--- src/rtl/fp_dispatch_controller_if.sv ---
// Handshake bundle between the fixed-priority dispatch controller, its queue selector
// and the memory-request issue port.
interface fp_dispatch_controller_if #(
    parameter int NUMBER_OF_QUEUES = 4,
    parameter int COUNT_WIDTH      = 16
);
    localparam int ID_WIDTH = $clog2(NUMBER_OF_QUEUES);

    logic                        enable;
    logic [NUMBER_OF_QUEUES-1:0] empty;
    logic                        sel_valid;
    logic [ID_WIDTH-1:0]         selection;
    logic                        out_valid;
    logic [ID_WIDTH-1:0]         out_id;
    logic                        out_ready;
    logic [NUMBER_OF_QUEUES-1:0] pop;
    logic                        busy;
    logic [COUNT_WIDTH-1:0]      grant_count;
    logic                        error;

    modport master (
        input  enable, empty, sel_valid, selection, out_ready,
        output out_valid, out_id, pop, busy, grant_count, error
    );

    modport slave (
        output enable, empty, sel_valid, selection, out_ready,
        input  out_valid, out_id, pop, busy, grant_count, error
    );
endinterface

--- src/rtl/fp_dispatch_controller.sv ---
// Waits for the registered priority view to settle, latches the winning queue id,
// offers it downstream and pops exactly one packet per completed handshake.
module fp_dispatch_controller #(
    parameter int NUMBER_OF_QUEUES = 4,
    parameter int SETTLE_CYCLES    = 2,
    parameter int COUNT_WIDTH      = 16
) (
    input  logic                     clock,
    input  logic                     reset,
    fp_dispatch_controller_if.master bus
);
    localparam int ID_WIDTH = $clog2(NUMBER_OF_QUEUES);
    localparam int CNT_W    = (SETTLE_CYCLES > 1) ? $clog2(SETTLE_CYCLES) : 1;
    localparam logic [CNT_W-1:0] CNT_START = CNT_W'(SETTLE_CYCLES - 1);

    typedef enum logic [1:0] {
        IDLE   = 2'd0,
        SETTLE = 2'd1,
        GRANT  = 2'd2
    } state_t;

    state_t                 state_q, state_d;
    logic [CNT_W-1:0]       cnt_q, cnt_d;
    logic [ID_WIDTH-1:0]    out_id_q, out_id_d;
    logic [COUNT_WIDTH-1:0] grant_count_q, grant_count_d;
    logic                   error_q, error_d;
    logic                   handshake;
    logic                   selection_ok;

    // out_valid is a pure decode of the state register so an async reset withdraws it at once.
    assign bus.out_valid   = (state_q == GRANT);
    assign bus.out_id      = out_id_q;
    assign bus.busy        = (state_q != IDLE);
    assign bus.grant_count = grant_count_q;
    assign bus.error       = error_q;
    assign handshake       = bus.out_valid && bus.out_ready;
    assign bus.pop         = handshake ? (NUMBER_OF_QUEUES'(1) << out_id_q) : '0;

    assign selection_ok = (int'(bus.selection) < NUMBER_OF_QUEUES) && !bus.empty[bus.selection];

    always_ff @(posedge clock or posedge reset) begin
        if (reset) begin
            state_q       <= IDLE;
            cnt_q         <= '0;
            out_id_q      <= '0;
            grant_count_q <= '0;
            error_q       <= 1'b0;
        end else begin
            state_q       <= state_d;
            cnt_q         <= cnt_d;
            out_id_q      <= out_id_d;
            grant_count_q <= grant_count_d;
            error_q       <= error_d;
        end
    end

    always_comb begin
        state_d       = state_q;
        cnt_d         = cnt_q;
        out_id_d      = out_id_q;
        grant_count_d = grant_count_q;
        error_d       = error_q;

        unique case (state_q)
            IDLE: begin
                if (bus.enable && bus.sel_valid) begin
                    state_d = SETTLE;
                    cnt_d   = CNT_START;
                end
            end
            SETTLE: begin
                if (cnt_q != '0) begin
                    cnt_d = cnt_q - CNT_W'(1);
                end else if (bus.enable && bus.sel_valid && selection_ok) begin
                    state_d  = GRANT;
                    out_id_d = bus.selection;
                end else begin
                    state_d = IDLE;
                end
            end
            GRANT: begin
                // A queue draining underneath an offered grant is flagged, but the grant stays up.
                if (bus.empty[out_id_q]) begin
                    error_d = 1'b1;
                end
                if (handshake) begin
                    state_d       = SETTLE;
                    cnt_d         = CNT_START;
                    grant_count_d = grant_count_q + COUNT_WIDTH'(1);
                end
            end
            default: state_d = IDLE;
        endcase
    end
endmodule
--- src/flat_wrapper.sv ---
// flat-port wrapper written by rule: the top's interface ports become plain ports
module fp_dispatch_controller_flat 
#(
    parameter int NUMBER_OF_QUEUES = 4,
    parameter int SETTLE_CYCLES    = 2,
    parameter int COUNT_WIDTH      = 16
)
  (clock, reset, bus_enable, bus_empty, bus_sel_valid, bus_selection, bus_out_ready, bus_out_valid, bus_out_id, bus_pop, bus_busy, bus_grant_count, bus_error);
  fp_dispatch_controller_if #(.NUMBER_OF_QUEUES(NUMBER_OF_QUEUES), .COUNT_WIDTH(COUNT_WIDTH)) bus_i ();
  input  logic clock;
  input  logic reset;
  input wire logic [$bits(bus_i.enable)-1:0] bus_enable;
  input wire logic [$bits(bus_i.empty)-1:0] bus_empty;
  input wire logic [$bits(bus_i.sel_valid)-1:0] bus_sel_valid;
  input wire logic [$bits(bus_i.selection)-1:0] bus_selection;
  input wire logic [$bits(bus_i.out_ready)-1:0] bus_out_ready;
  output wire logic [$bits(bus_i.out_valid)-1:0] bus_out_valid;
  output wire logic [$bits(bus_i.out_id)-1:0] bus_out_id;
  output wire logic [$bits(bus_i.pop)-1:0] bus_pop;
  output wire logic [$bits(bus_i.busy)-1:0] bus_busy;
  output wire logic [$bits(bus_i.grant_count)-1:0] bus_grant_count;
  output wire logic [$bits(bus_i.error)-1:0] bus_error;
  assign bus_i.enable = bus_enable;
  assign bus_i.empty = bus_empty;
  assign bus_i.sel_valid = bus_sel_valid;
  assign bus_i.selection = bus_selection;
  assign bus_i.out_ready = bus_out_ready;
  assign bus_out_valid = bus_i.out_valid;
  assign bus_out_id = bus_i.out_id;
  assign bus_pop = bus_i.pop;
  assign bus_busy = bus_i.busy;
  assign bus_grant_count = bus_i.grant_count;
  assign bus_error = bus_i.error;
  fp_dispatch_controller #(.NUMBER_OF_QUEUES(NUMBER_OF_QUEUES), .SETTLE_CYCLES(SETTLE_CYCLES), .COUNT_WIDTH(COUNT_WIDTH)) u_core (.clock(clock), .reset(reset), .bus(bus_i));
endmodule
--- config.mk ---
export PLATFORM = sky130hd
export DESIGN_NAME = fp_dispatch_controller_flat
export DESIGN_NICKNAME = d
export VERILOG_FILES = /design/src/rtl/fp_dispatch_controller_if.sv /design/src/rtl/fp_dispatch_controller.sv /design/src/flat_wrapper.sv
export SDC_FILE = /design/constraint.sdc
export NUM_CORES = 1
export LEC_CHECK = 0
export CAP_MARGIN = 10
export CORE_ASPECT_RATIO = 1.4
export CORE_MARGIN = 2
export CORE_UTILIZATION = 44
export DETAILED_ROUTE_END_ITERATION = 8
export GPL_TIMING_DRIVEN = 0
export PLACE_DENSITY = 0.83
export SLEW_MARGIN = 20
export SYNTH_ARGS = -nofsm -noshare
export SYNTH_HDL_FRONTEND = slang
export SYNTH_SLANG_ARGS = --single-unit
--- constraint.sdc ---
create_clock -name clock -period 1.8 [get_ports clock]
set_clock_uncertainty 0.1 [all_clocks]
set_input_delay 0.18 -clock clock [delete_from_list [all_inputs] [get_ports clock]]
set_output_delay 0.18 -clock clock [all_outputs]
set_load 0.05 [all_outputs]
==> out/results.txt <==
Post-Place Cells - 150
Clk network pwr share - 15.9%
Hold Fails Final Rpt - 0
Worst Hold Slack - 219.2 ps
starting DRC count in detailed routing - 17
all-layer global routing usage - 18.14%
register share of total power - 46.6%
clock buffer depth - 2
CTS H-Tree Depth - 1
vias per cell - 5.410
Worst setup EP type - primary output
CTS root buf - clkbuf_4
clk sinks - 22
Logic pwr share - 37.5%
violated checks - setup timing
CTS Buf Count - 3
ANT cells - 0
register area - 554.3 um2
Initial Util - 47.10%
LEAKAGE - 0.7760 nW
Switching Power - 593.1 uW
Slew Limit Fails - 0
First-pass DRT Iterations - 4
Yosys cell types - 28
antenna violations before repair - 0
outcome - complete, but fails checks
Switching Fraction - 40.90%
setup TNS - -1.125 ps
Seq/Total Area, Yosys - 53.08%
min-delay worst type - in -> async
first-pass GRT wire length - 3.657 mm
largest net degree at the start of global routing - 23
clock slew at reported path FFs - 120 ps
CP delay by family, top - simple AND/OR/NAND/NOR gates
IO Pins - 36
max_cap viols - 0
kind of critical path - reg -> out
Int Power - 857.1 uW
total congestion overflow - 0
DIE AREA - 2767 um2
DR WL/cell - 14.01 um
IO buf count - 35
vias in the first global route - 856
critical path cell sequence - and2b_4 -> and2_4 -> nand2_1 -> nor2_2 -> buf_6
Worst Path Required - 1520 ps
Multi-input gate area - 513.0 um2
Synth Warn # - 0
routed wire length - 2.186 mm
Nets - 147
P&R area growth vs syn - 42.34%
Worst-Margin Slew - 793.7 ps
hpwl dp - 1.686 mm
Post-Layout Cell Count - 156
DR DRC count - 0
f_max - 0.5552 GHz
share of cells above drive strength 1 - 20.15%
maximum VDD drop - 0.0006828 V
remaining antenna violation count - 0
total number of vias - 844
CP max-delay cell - dfrtp_1
final setup vio count - 1
final setup margin - -1.125 ps
relative slew slack - 47.03%
CP bufs+invs - 1
Hold Buf Count CTS - 0
clock latency on the worst-skew pair - 300 ps
Synth Instances - 93
Yosys reg bits - 22
DIE HEIGHT - 61.45 um
Site Rows - 20
Pwr Total - 1.450 mW
Core Util, Final - 67.05%
startpoint types - flop
synthesized area - 1037 um2
Avg Inst Size Synth - 11.15 um2
CTS tree - yes
core box area - 2202 um2
Die X - 45.04 um
pwr dens - 982.3 nW/um2
Mapped Nets - 105
Fill cells - 195
CP arrival - 1520 ps
min cycle time layout - 1801 ps
worst stage delay on the critical path - 400 ps
RSZ-0062 raised after global routing - yes
gpl congestion - 0.7327
crit-path max FO - 6
Final period util - 100.1%
sequential cells by signal (all words and copies together), names as in the netlist:
signal / count
u_core.cnt_q: 1
u_core.state_q: 2
u_core.bus.out_id: 2
u_core.bus.grant_count: 16
u_core.bus.error: 1
Yosys cell counts:
cell	instances	area, um2
mux4_2	2	45.04
mux2_2	2	22.52
nand2b_1	1	6.260
and3_1	2	12.51
and2b_1	1	7.510
or2_2	1	6.260
nand4_1	3	18.77
ha_1	1	12.51
nand3b_1	2	15.01
a21oi_1	1	5.000
dfrtp_1	22	550.5
nand4b_1	1	8.760
xnor2_1	10	87.58
a22oi_1	1	7.510
and2_1	2	12.51
nand2_1	12	45.04
xor2_1	5	43.79
nand3_1	5	25.02
nor2_1	6	22.52
and4_1	1	8.760
and4bb_2	1	12.51
a21o_2	1	8.760
a21o_1	1	7.510
nor4_1	1	6.260
inv_1	3	11.26
nor3b_1	1	7.510
o21ai_0	1	5.000
nor3_1	3	15.01
cell families (layout without fill, tap and decap cells):
kind of cell	Yosys count	count (layout)	synth area share, %
adder cells (fa/ha/maj)	1	1	1.206
buffers and inverters	3	44	1.086
XOR/XNOR	15	15	12.67
AND/OR/NAND/NOR	43	43	22.20
AO/OA/AOI/OAI	5	5	3.257
flip-flops	22	22	53.08
multiplexers	4	4	6.513
final timing paths:
kind / from / endpoint / slack [ps] / cells after the start
max in group asynchronous: reset / u_core.bus.grant_count[6] / 840 / 2
min in group clock: u_core.bus.error / u_core.bus.error / 370 / 1
worst min-delay path: reset / u_core.bus.grant_count[11] / 220 / 2
worst max register to register: u_core.state_q[0] / u_core.bus.grant_count[7] / 180 / 5
worst min register to register: u_core.bus.error / u_core.bus.error / 370 / 1
worst max-delay path: u_core.state_q[0] / bus_pop[2] / -1 / 5
metal layers:
metal / vias to the layer above / global-route usage [%] / share of wire, %
li1: 403 / - / -
met1: 406 / 19.63 / 40
met2: 33 / 32.65 / 52
met3: 2 / 4.985 / 7.5
met4: 0 / 7.563 / 0.50
met5: - / 0 / 0
power groups by stage:
stage	sequential (mW)	clock, mW	combinational, mW
6_report	0.676	0.230	0.544
5_1_grt	0.697	0.265	0.579
4_1_cts	0.680	0.237	0.559
3_5_place_dp	0.698	0	0.560
3_3_place_gp	0.695	0	0.551
2_1_floorplan	0.859	0	0.197
worst register-to-register path, delay by kind of cell (launching register included):
family	cells	cell delay [ps]
and+or+nand+nor	3	750
DFF	1	400
xor gates and xnor gates	1	140
buffers and inverters	1	150
cells in the final DEF (no fill, tap or decap), types with 3 or more instances in the layout:
master	n
xor2_1	5
xnor2_1	10
clkbuf_4	3
inv_1	3
nand2_1	11
nand3_1	5
dfrtp_1	19
clkdlybuf4s50_1	10
dfrtp_2	3
dlygate4sd2_1	17
nand4_1	3
nor2_1	5
buf_6	4
per-stage QoR:
| step | setup slack, ps | instance area [um2] |
|---|---|---|
| finish | -1.125 | 1476 |
| global route | -90.01 | 1476 |
| CTS | -17.13 | 1470 |
| detailed placement | -533.0 | 1445 |
| global placement | -493.2 | 1445 |
| floorplan | 1.197 | 1067 |
what timing repair did:
item,4_1_cts,5_1_grt
gates resized for setup,52,7
setup endpoints to repair,23,8
setup buffers,1,1
cloned,0,0
area by class of cell:
| type | count | area share [%] |
|---|---|---|
| Clock buffer | 4 | 1.780 |
| Inverter | 3 | 0.7627 |
| Multi-Input combinational cell | 68 | 34.75 |
| Sequential cell | 22 | 37.54 |
| Tap cell | 22 | 1.864 |
| Timing Repair Buffer | 37 | 23.31 |
Power figures use the tool's default switching activity.
